[config.mk]
export PLATFORM = sky130hd
export DESIGN_NAME = serial_adder_8
export DESIGN_NICKNAME = d
export VERILOG_FILES = /design/src/rtl/serial_adder_8.sv
export SDC_FILE = /design/constraint.sdc
export NUM_CORES = 1
export LEC_CHECK = 0
export CAP_MARGIN = 20
export CORE_MARGIN = 3
export CORE_UTILIZATION = 54
export CTS_CLUSTER_SIZE = 30
export DETAILED_ROUTE_END_ITERATION = 12
export HOLD_SLACK_MARGIN = 0.15
export MAX_ROUTING_LAYER = met4
export PLACE_DENSITY = 0.83
export SYNTH_ARGS = -nofsm -noshare
export SYNTH_HDL_FRONTEND = slang
export SYNTH_SLANG_ARGS = --single-unit
[constraint.sdc]
create_clock -name clock -period 3.05 [get_ports clock]
set_clock_uncertainty 0.1 [all_clocks]
set_input_delay 0.61 -clock clock [delete_from_list [all_inputs] [get_ports clock]]
set_output_delay 0.61 -clock clock [all_outputs]
set_load 0.005 [all_outputs]
[src/rtl/serial_adder_8.sv]
// Bit-serial adder: one full adder (two half adders + OR) reused LSB-first, carry held in a flop.
// Latency: WIDTH cycles from accepted start to valid; result held in DONE until ack.
// Backpressure: start is taken only while ready (IDLE); DONE holds sum/cout until ack is seen.
module serial_adder_8 #(
    parameter int WIDTH = 8
) (
    input  logic             clock,
    input  logic             rst_n,
    input  logic             start,
    input  logic [WIDTH-1:0] a,
    input  logic [WIDTH-1:0] b,
    input  logic             cin,
    input  logic             ack,
    output logic             ready,
    output logic [WIDTH-1:0] sum,
    output logic             cout,
    output logic             valid
);

    localparam int CW = (WIDTH > 1) ? $clog2(WIDTH) : 1;
    localparam logic [CW-1:0] LAST = CW'(WIDTH - 1);

    localparam logic [1:0] IDLE  = 2'd0;
    localparam logic [1:0] SHIFT = 2'd1;
    localparam logic [1:0] DONE  = 2'd2;

    logic [1:0]       state;
    logic [CW-1:0]    cnt;
    logic [WIDTH-1:0] a_sh;
    logic [WIDTH-1:0] b_sh;
    logic [WIDTH-1:0] acc;
    logic             c;

    // Full adder built from two half-adder stages and an OR on the carries.
    logic             p;
    logic             g1;
    logic             sum_bit;
    logic             g2;
    logic             c_next;
    logic [WIDTH-1:0] acc_next;

    assign p        = a_sh[0] ^ b_sh[0];
    assign g1       = a_sh[0] & b_sh[0];
    assign sum_bit  = p ^ c;
    assign g2       = p & c;
    assign c_next   = g1 | g2;
    assign acc_next = {sum_bit, acc[WIDTH-1:1]};

    assign ready = (state == IDLE);
    assign valid = (state == DONE);

    // Control: state sequencing and bit counter.
    always_ff @(posedge clock or negedge rst_n) begin
        if (!rst_n) begin
            state <= IDLE;
            cnt   <= '0;
        end else begin
            case (state)
                IDLE: begin
                    if (start) begin
                        cnt   <= '0;
                        state <= SHIFT;
                    end
                end
                SHIFT: begin
                    if (cnt == LAST) begin
                        cnt   <= '0;
                        state <= DONE;
                    end else begin
                        cnt <= cnt + CW'(1);
                    end
                end
                DONE: begin
                    if (ack) begin
                        state <= IDLE;
                    end
                end
                default: state <= IDLE;
            endcase
        end
    end

    // Datapath: operand shifters, carry flop, accumulator and the held result.
    always_ff @(posedge clock or negedge rst_n) begin
        if (!rst_n) begin
            a_sh <= '0;
            b_sh <= '0;
            acc  <= '0;
            c    <= 1'b0;
            sum  <= '0;
            cout <= 1'b0;
        end else begin
            case (state)
                IDLE: begin
                    if (start) begin
                        a_sh <= a;
                        b_sh <= b;
                        c    <= cin;
                        acc  <= '0;
                    end
                end
                SHIFT: begin
                    a_sh <= {1'b0, a_sh[WIDTH-1:1]};
                    b_sh <= {1'b0, b_sh[WIDTH-1:1]};
                    c    <= c_next;
                    acc  <= acc_next;
                    // The last bit's sum/carry go straight to the outputs on the same edge.
                    if (cnt == LAST) begin
                        sum  <= acc_next;
                        cout <= c_next;
                    end
                end
                default: begin
                end
            endcase
        end
    end

endmodule

==> results.py, run 1 <==
metrics = {
    "status": {
        "status": "finished clean",
    },
    "floorplan": {
        "die_area_um2": 3780,
        "die_w_um": 61.5,
        "rows": 19,
        "die_h_um": 61.5,
        "start_util_pct": 58.2,
        "ioPinCount": 32,
        "core_area_um2": 2850,
    },
    "setup_path": {
        "critPathArrivalTime_ns": 1.81,
        "critical_path_required_ns": 2.34,
        "critPathKind": "reg -> out",
        "path_max_fanout": 10,
        "critical_path.endpoint_type": "output port",
        "worstSetupStartpointType": "flip-flop",
    },
    "power_and_ir_drop": {
        "power.leakage_uw": 0.000886,
        "powerDensity_nw_per_um2": 950,
        "ir_worst_vdd_mv": 0.523,
    },
    "routing": {
        "vias": 1205,
        "via_per_inst": 6.38,
        "wl_per_cell_um": 17.8,
        "drt_iter0_markers": 78,
        "drt-total-wl_um": 3370,
        "drc_errors": 0,
        "first_pass_iters": 6,
        "ant_nets": 0,
    },
    "clock_tree": {
        "cts-root-buf": "clkbuf_4",
        "cts_buffer_depth": 2,
        "cts_resized": 0,
        "insertion_delay_ns": 0.35,
        "cts_tree": "built",
        "cts_buffers": 5,
        "clk_pin_slew_ns": 0.12,
        "ctsHtreeMaxLevel": 2,
        "hold_buffers": 0,
        "post_cts_buffers": 0,
        "clock-sinks": 38,
    },
    "timing": {
        "grt_setup_unrepaired": "false",
        "fmax_mhz": 396,
        "hold_viol": 0,
        "drv_slew": 0,
        "period_share_pct": 82.8,
        "setup_tns_ns": 0,
        "tightest_slew_ns": 0.899,
        "hold_ws_ns": 0.409,
        "worst_slack_ns": 0.526,
        "max_slew_margin_pct": 39.9,
        "setup_viol": 0,
        "min_period_ns": 2.52,
    },
    "final_layout": {
        "area_growth_pct": 22.2,
        "fillCellCount": 207,
        "layout-drive-gt1-share_pct": 15.2,
        "nets": 181,
        "antenna_cells": 0,
    },
    "placed_design": {
        "port_buffers": 31,
        "post-dp-hpwl_um": 2370,
        "place_ws_ns": 0.873,
        "place_congestion": 0.803,
    },
    "min_path": {
        "min_path_type": "reg -> reg",
    },
    "logic_synthesis": {
        "syn_nets": 150,
        "yosysSeqAreaShare_pct": 57.3,
        "postSynthCellCount": 126,
        "syn_avg_cell_area_um2": 13.2,
        "yosysWarnings": 0,
        "netlist_area_um2": 1660,
        "synth-seq-cells": 38,
        "synth.distinct_cells": 24,
    },
    "global_route": {
        "antenna_found_initial": 0,
        "grt_overflow_total": 0,
        "grt_usage_pct": 20.7,
        "grt_pass1_vias": 1135,
        "grt_max_degree": 39,
        "grt_pass1_wl_um": 5440,
    },
    "run": {
        "max_cap_viol_count": 0,
    },
}
==> state kept, by name (all words and copies together) (netlist names) <==
| signal | count |
|---|---|
| state | 2 |
| c | 1 |
| cnt | 3 |
| sum | 8 |
| a_sh | 8 |
| acc | 7 |
| cout | 1 |
| b_sh | 8 |
==> power breakdown <==
part	switching (uW)	internal, uW	total (uW)
sequential	175	722	897
clock	169	111	280
combinational	321	431	752
==> cell usage in the layout, fill, tap and decap left out <==
cell	count
clkdlybuf4s50_1	31
nand2_8	1
clkinv_2	1
nor2b_4	1
nand2b_1	4
buf_4	2
a22o_1	9
clkinvlp_4	1
inv_1	2
o22ai_1	21
nor2_1	4
a2bb2oi_1	3
nand3b_1	3
a32o_1	2
clkbuf_8	1
clkbuf_4	5
fa_1	1
ha_1	2
a21oi_1	10
dfrtp_1	38
o31ai_1	2
o21bai_1	1
o221a_2	3
nand2_1	1
mux2_4	9
==> synthesized netlist by cell type, drive strengths merged <==
| library cell | number | share of area (%) |
|---|---|---|
| a21oi | 10 | 3.0 |
| a22o | 9 | 4.7 |
| a2bb2oi | 3 | 1.6 |
| a32o | 2 | 1.2 |
| buf | 7 | 3.0 |
| clkbuf | 2 | 0.53 |
| dfrtp | 38 | 57 |
| fa | 1 | 1.2 |
| ha | 2 | 1.5 |
| inv | 2 | 0.45 |
| mux2 | 9 | 8.1 |
| nand2 | 2 | 1.4 |
| nand2b | 4 | 1.5 |
| nand3b | 3 | 1.4 |
| nor2 | 4 | 0.90 |
| nor2b | 1 | 0.83 |
| o21bai | 1 | 0.45 |
| o221a | 3 | 2.0 |
| o22ai | 21 | 7.9 |
| o31ai | 2 | 0.90 |
==> per-stage QoR <==
step / utilization, % / power [uW] / std cells / area, um^2
5_1_grt: 71.1 / 2070 / 189 / 2030
4_1_cts: 71.1 / 1940 / 189 / 2030
3_3_place_gp: 68.9 / 1610 / 181 / 1970
6_report: 71.1 / 1930 / 189 / 2030
3_5_place_dp: 68.9 / 1660 / 181 / 1970
2_1_floorplan: - / 1420 / 126 / 1660
==> per-layer routing <==
metal / global-route usage (%) / vias to the layer above / routed length (um)
li1: - / 549 / -
met1: 25.1 / 592 / 1450
met2: 33.5 / 53 / 1650
met3: 6.29 / 11 / 222
met4: 5.76 / 0 / 48
met5: - / - / 0
==> kinds of logic (layout without fill, tap and decap cells) <==
family	Yosys count	in the layout	share of synthesized area [%]
compound gates	51	51	21.9
flops	38	38	57.3
simple gates	14	14	6.03
buf+inv	11	43	3.99
mux	9	9	8.14
fa+ha+maj	3	3	2.71
==> worst max-delay path: stages, from the launching register on <==
cell and delay (ns):
dfrtp_1 0.49, nor2_1 0.39, clkdlybuf4s50_1 0.59
==> worst paths after layout <==
check,from,endpoint,slack [ns],cells after the start
setup reg to reg,state[0],cnt[0],1.40,3
hold / removal,a_sh[7],a_sh[7],0.41,1
max in group asynchronous,rst_n,sum[1],1.96,2
setup / recovery,state[0],ready,0.53,2
hold reg to reg,a_sh[7],a_sh[7],0.41,1
min in group asynchronous,rst_n,sum[0],0.57,2
==> area by class of cell <==
| cell class | instances | area [um^2] | share of cell area (%) |
|---|---|---|---|
| timing repair buffer | 33 | 325 | 16.0 |
| tap | 31 | 38.8 | 1.91 |
| inverter | 2 | 7.51 | 0.370 |
| clock buffer | 6 | 51.3 | 2.53 |
| clock inverter | 2 | 12.5 | 0.617 |
| multi-input combinational | 77 | 643 | 31.7 |
| sequential | 38 | 951 | 46.9 |
Power figures use the tool's default switching activity.
==> run 2, diff against run 1 <==
--- a/config.mk
+++ b/config.mk
@@ -7,12 +7,12 @@
 export LEC_CHECK = 0
 export CAP_MARGIN = 20
 export CORE_MARGIN = 3
-export CORE_UTILIZATION = 54
+export CORE_UTILIZATION = 51
 export CTS_CLUSTER_SIZE = 30
 export DETAILED_ROUTE_END_ITERATION = 12
 export HOLD_SLACK_MARGIN = 0.15
 export MAX_ROUTING_LAYER = met4
-export PLACE_DENSITY = 0.83
+export PLACE_DENSITY = 0.79
 export SYNTH_ARGS = -nofsm -noshare
 export SYNTH_HDL_FRONTEND = slang
 export SYNTH_SLANG_ARGS = --single-unit
==> constraint.sdc (replaced) <==
create_clock -name clock -period 2.4 [get_ports clock]
set_clock_uncertainty 0.1 [all_clocks]
set_input_delay 0.48 -clock clock [delete_from_list [all_inputs] [get_ports clock]]
set_output_delay 0.48 -clock clock [all_outputs]
set_load 0.005 [all_outputs]
==> run 2 against run 1 <==
Net effect:
- wire length decreased by 0.36%
- critical path depth unchanged
- final area increased by 2.5%
- power increased by 28%
- sequential share of layout area decreased by 1.1 points
- core utilization decreased by 3.6 points
- register-to-register slack got worse by 0.58 ns
- non-clock buffer count increased by 5
- critical path type unchanged
==> results.py, run 2 (synthesis gave the netlist of run 1 again) <==
metrics = {
    "power_and_ir_drop": {
        "ir_worst_vdd_mv": 0.629,
        "clkPwrFrac_pct": 13.9,
        "seq_power_share_pct": 45.6,
        "power.leakage_uw": 0.000910,
        "power.switching_uw": 829,
        "p_int_uw": 1640,
        "swShare_pct": 33.5,
        "powerDensity_nw_per_um2": 1190,
        "combPwrFrac_pct": 40.4,
    },
    "floorplan": {
        "die_h_um": 63.1,
        "die_area_um2": 3980,
        "start_util_pct": 53.9,
        "rows": 20,
        "ioPinCount": 32,
        "core_area_um2": 3080,
        "die_w_um": 63.1,
    },
    "placed_design": {
        "post-dp-hpwl_um": 2440,
        "place_ws_ns": 0.478,
        "place_congestion": 0.845,
        "port_buffers": 31,
    },
    "routing": {
        "via_per_inst": 5.83,
        "vias": 1207,
        "drc_errors": 0,
        "ant_nets": 0,
        "first_pass_iters": 4,
        "drt_iter0_markers": 48,
        "drt-total-wl_um": 3360,
        "wl_per_cell_um": 16.2,
    },
    "final_layout": {
        "nets": 186,
        "largest_registers": "a_sh x8, b_sh x8, sum x8",
        "layout_commonest_cell": "dfrtp_1",
        "area_growth_pct": 25.2,
        "layout-drive-gt1-share_pct": 17.2,
        "final_cell_mix": "dfrtp_1, clkdlybuf4s50_1, o22ai_1, a21oi_1",
        "antenna_cells": 0,
    },
    "timing": {
        "grt_setup_unrepaired": "false",
        "drv_slew": 0,
        "worst_slack_ns": 0.262,
        "fmax_mhz": 468,
        "min_period_ns": 2.14,
        "setup_tns_ns": 0,
        "hold_viol": 0,
        "tightest_slew_ns": 0.521,
        "period_share_pct": 89.1,
        "max_slew_margin_pct": 65.3,
        "setup_viol": 0,
    },
    "global_route": {
        "grt_pass1_wl_um": 6020,
        "grt_overflow_total": 0,
        "grt_max_degree": 39,
        "antenna_found_initial": 0,
        "grt_pass1_vias": 1256,
        "grt_usage_pct": 19.8,
    },
    "clock_tree": {
        "post_cts_buffers": 0,
        "ctsHtreeMaxLevel": 2,
        "hold_buffers": 0,
        "cts_tree": "built",
        "clock-sinks": 38,
        "cts_buffer_depth": 2,
        "cts-root-buf": "clkbuf_4",
        "clk_pin_slew_ns": 0.11,
        "insertion_delay_ns": 0.34,
        "cts_resized": 0,
        "cts_buffers": 5,
    },
    "status": {
        "status": "finished clean",
    },
    "setup_path": {
        "critical_path_required_ns": 1.82,
        "worstSetupStartpointType": "flip-flop",
        "critPathKind": "reg -> out",
        "worstPathCellList": "nor2_1, clkdlybuf4s50_1",
        "critical_path.endpoint_type": "output port",
        "crit_path_max_incr_delay_ns": 0.53,
        "path_max_fanout": 10,
        "critPathArrivalTime_ns": 1.56,
        "slowest_stage": "clkdlybuf4s50_1",
    },
    "run": {
        "max_cap_viol_count": 0,
    },
    "min_path": {
        "min_path_type": "reg -> reg",
    },
}
## run 2: final cells by class
class	instances	area [um^2]
well taps	44	55.1
clock inverters	1	5.00
inverters	2	7.51
repair buffers	38	363
fillers	253	998
clock buffers	7	55.1
multi-input cells	77	643
flip-flops and latches	38	951
## run 2: critical path: cells and delay by family (launching register included)
kind / cells / cell delay, ns
DFF: 1 / 0.50
buffers and inverters: 1 / 0.53
and+or+nand+nor: 1 / 0.20
## run 2: per-stage QoR
step	std cells	utilization [%]	hold slack [ns]	power (uW)	cell area [um^2]
finish	207	67.6	0.402	2470	2080
CTS	207	67.6	0.406	2490	2080
floorplan	126	-	0.0844	1810	1660
detailed placement	199	65.6	0.389	2150	2020
global route	207	67.6	0.437	2670	2080
global placement	199	65.6	0.381	2090	2020
## run 2: per-layer routing
metal  GRT usage, %  part of all wire, %  up-vias
met5              -                    0        -
met1           24.7                   44      600
met4           7.99                  1.5        0
met2           31.6                   49       39
li1               -                    -      561
met3           4.10                  5.5        7
## run 2: path summary, 6_finish.rpt
kind                            startpoint  slack [ns]  cells after the start  endpoint
worst max-delay path              state[0]        0.26                      2     ready
worst min-delay path                cnt[0]        0.40                      1    cnt[0]
worst max register to register    state[0]        0.82                      3    sum[2]
worst min register to register      cnt[0]        0.40                      1    cnt[0]
max in group asynchronous            rst_n        1.42                      2   b_sh[5]
min in group asynchronous            rst_n        0.45                      2    sum[3]
## run 2: power by group through the flow
| stage | Combinational (uW) | Clock, uW | Sequential (uW) |
|---|---|---|---|
| after CTS | 1020 | 349 | 1130 |
| after detailed placement | 1010 | 0 | 1140 |
| final | 1000 | 345 | 1130 |
| after floorplan | 729 | 0 | 1080 |
| after global routing | 1100 | 394 | 1170 |
| after global placement | 965 | 0 | 1130 |
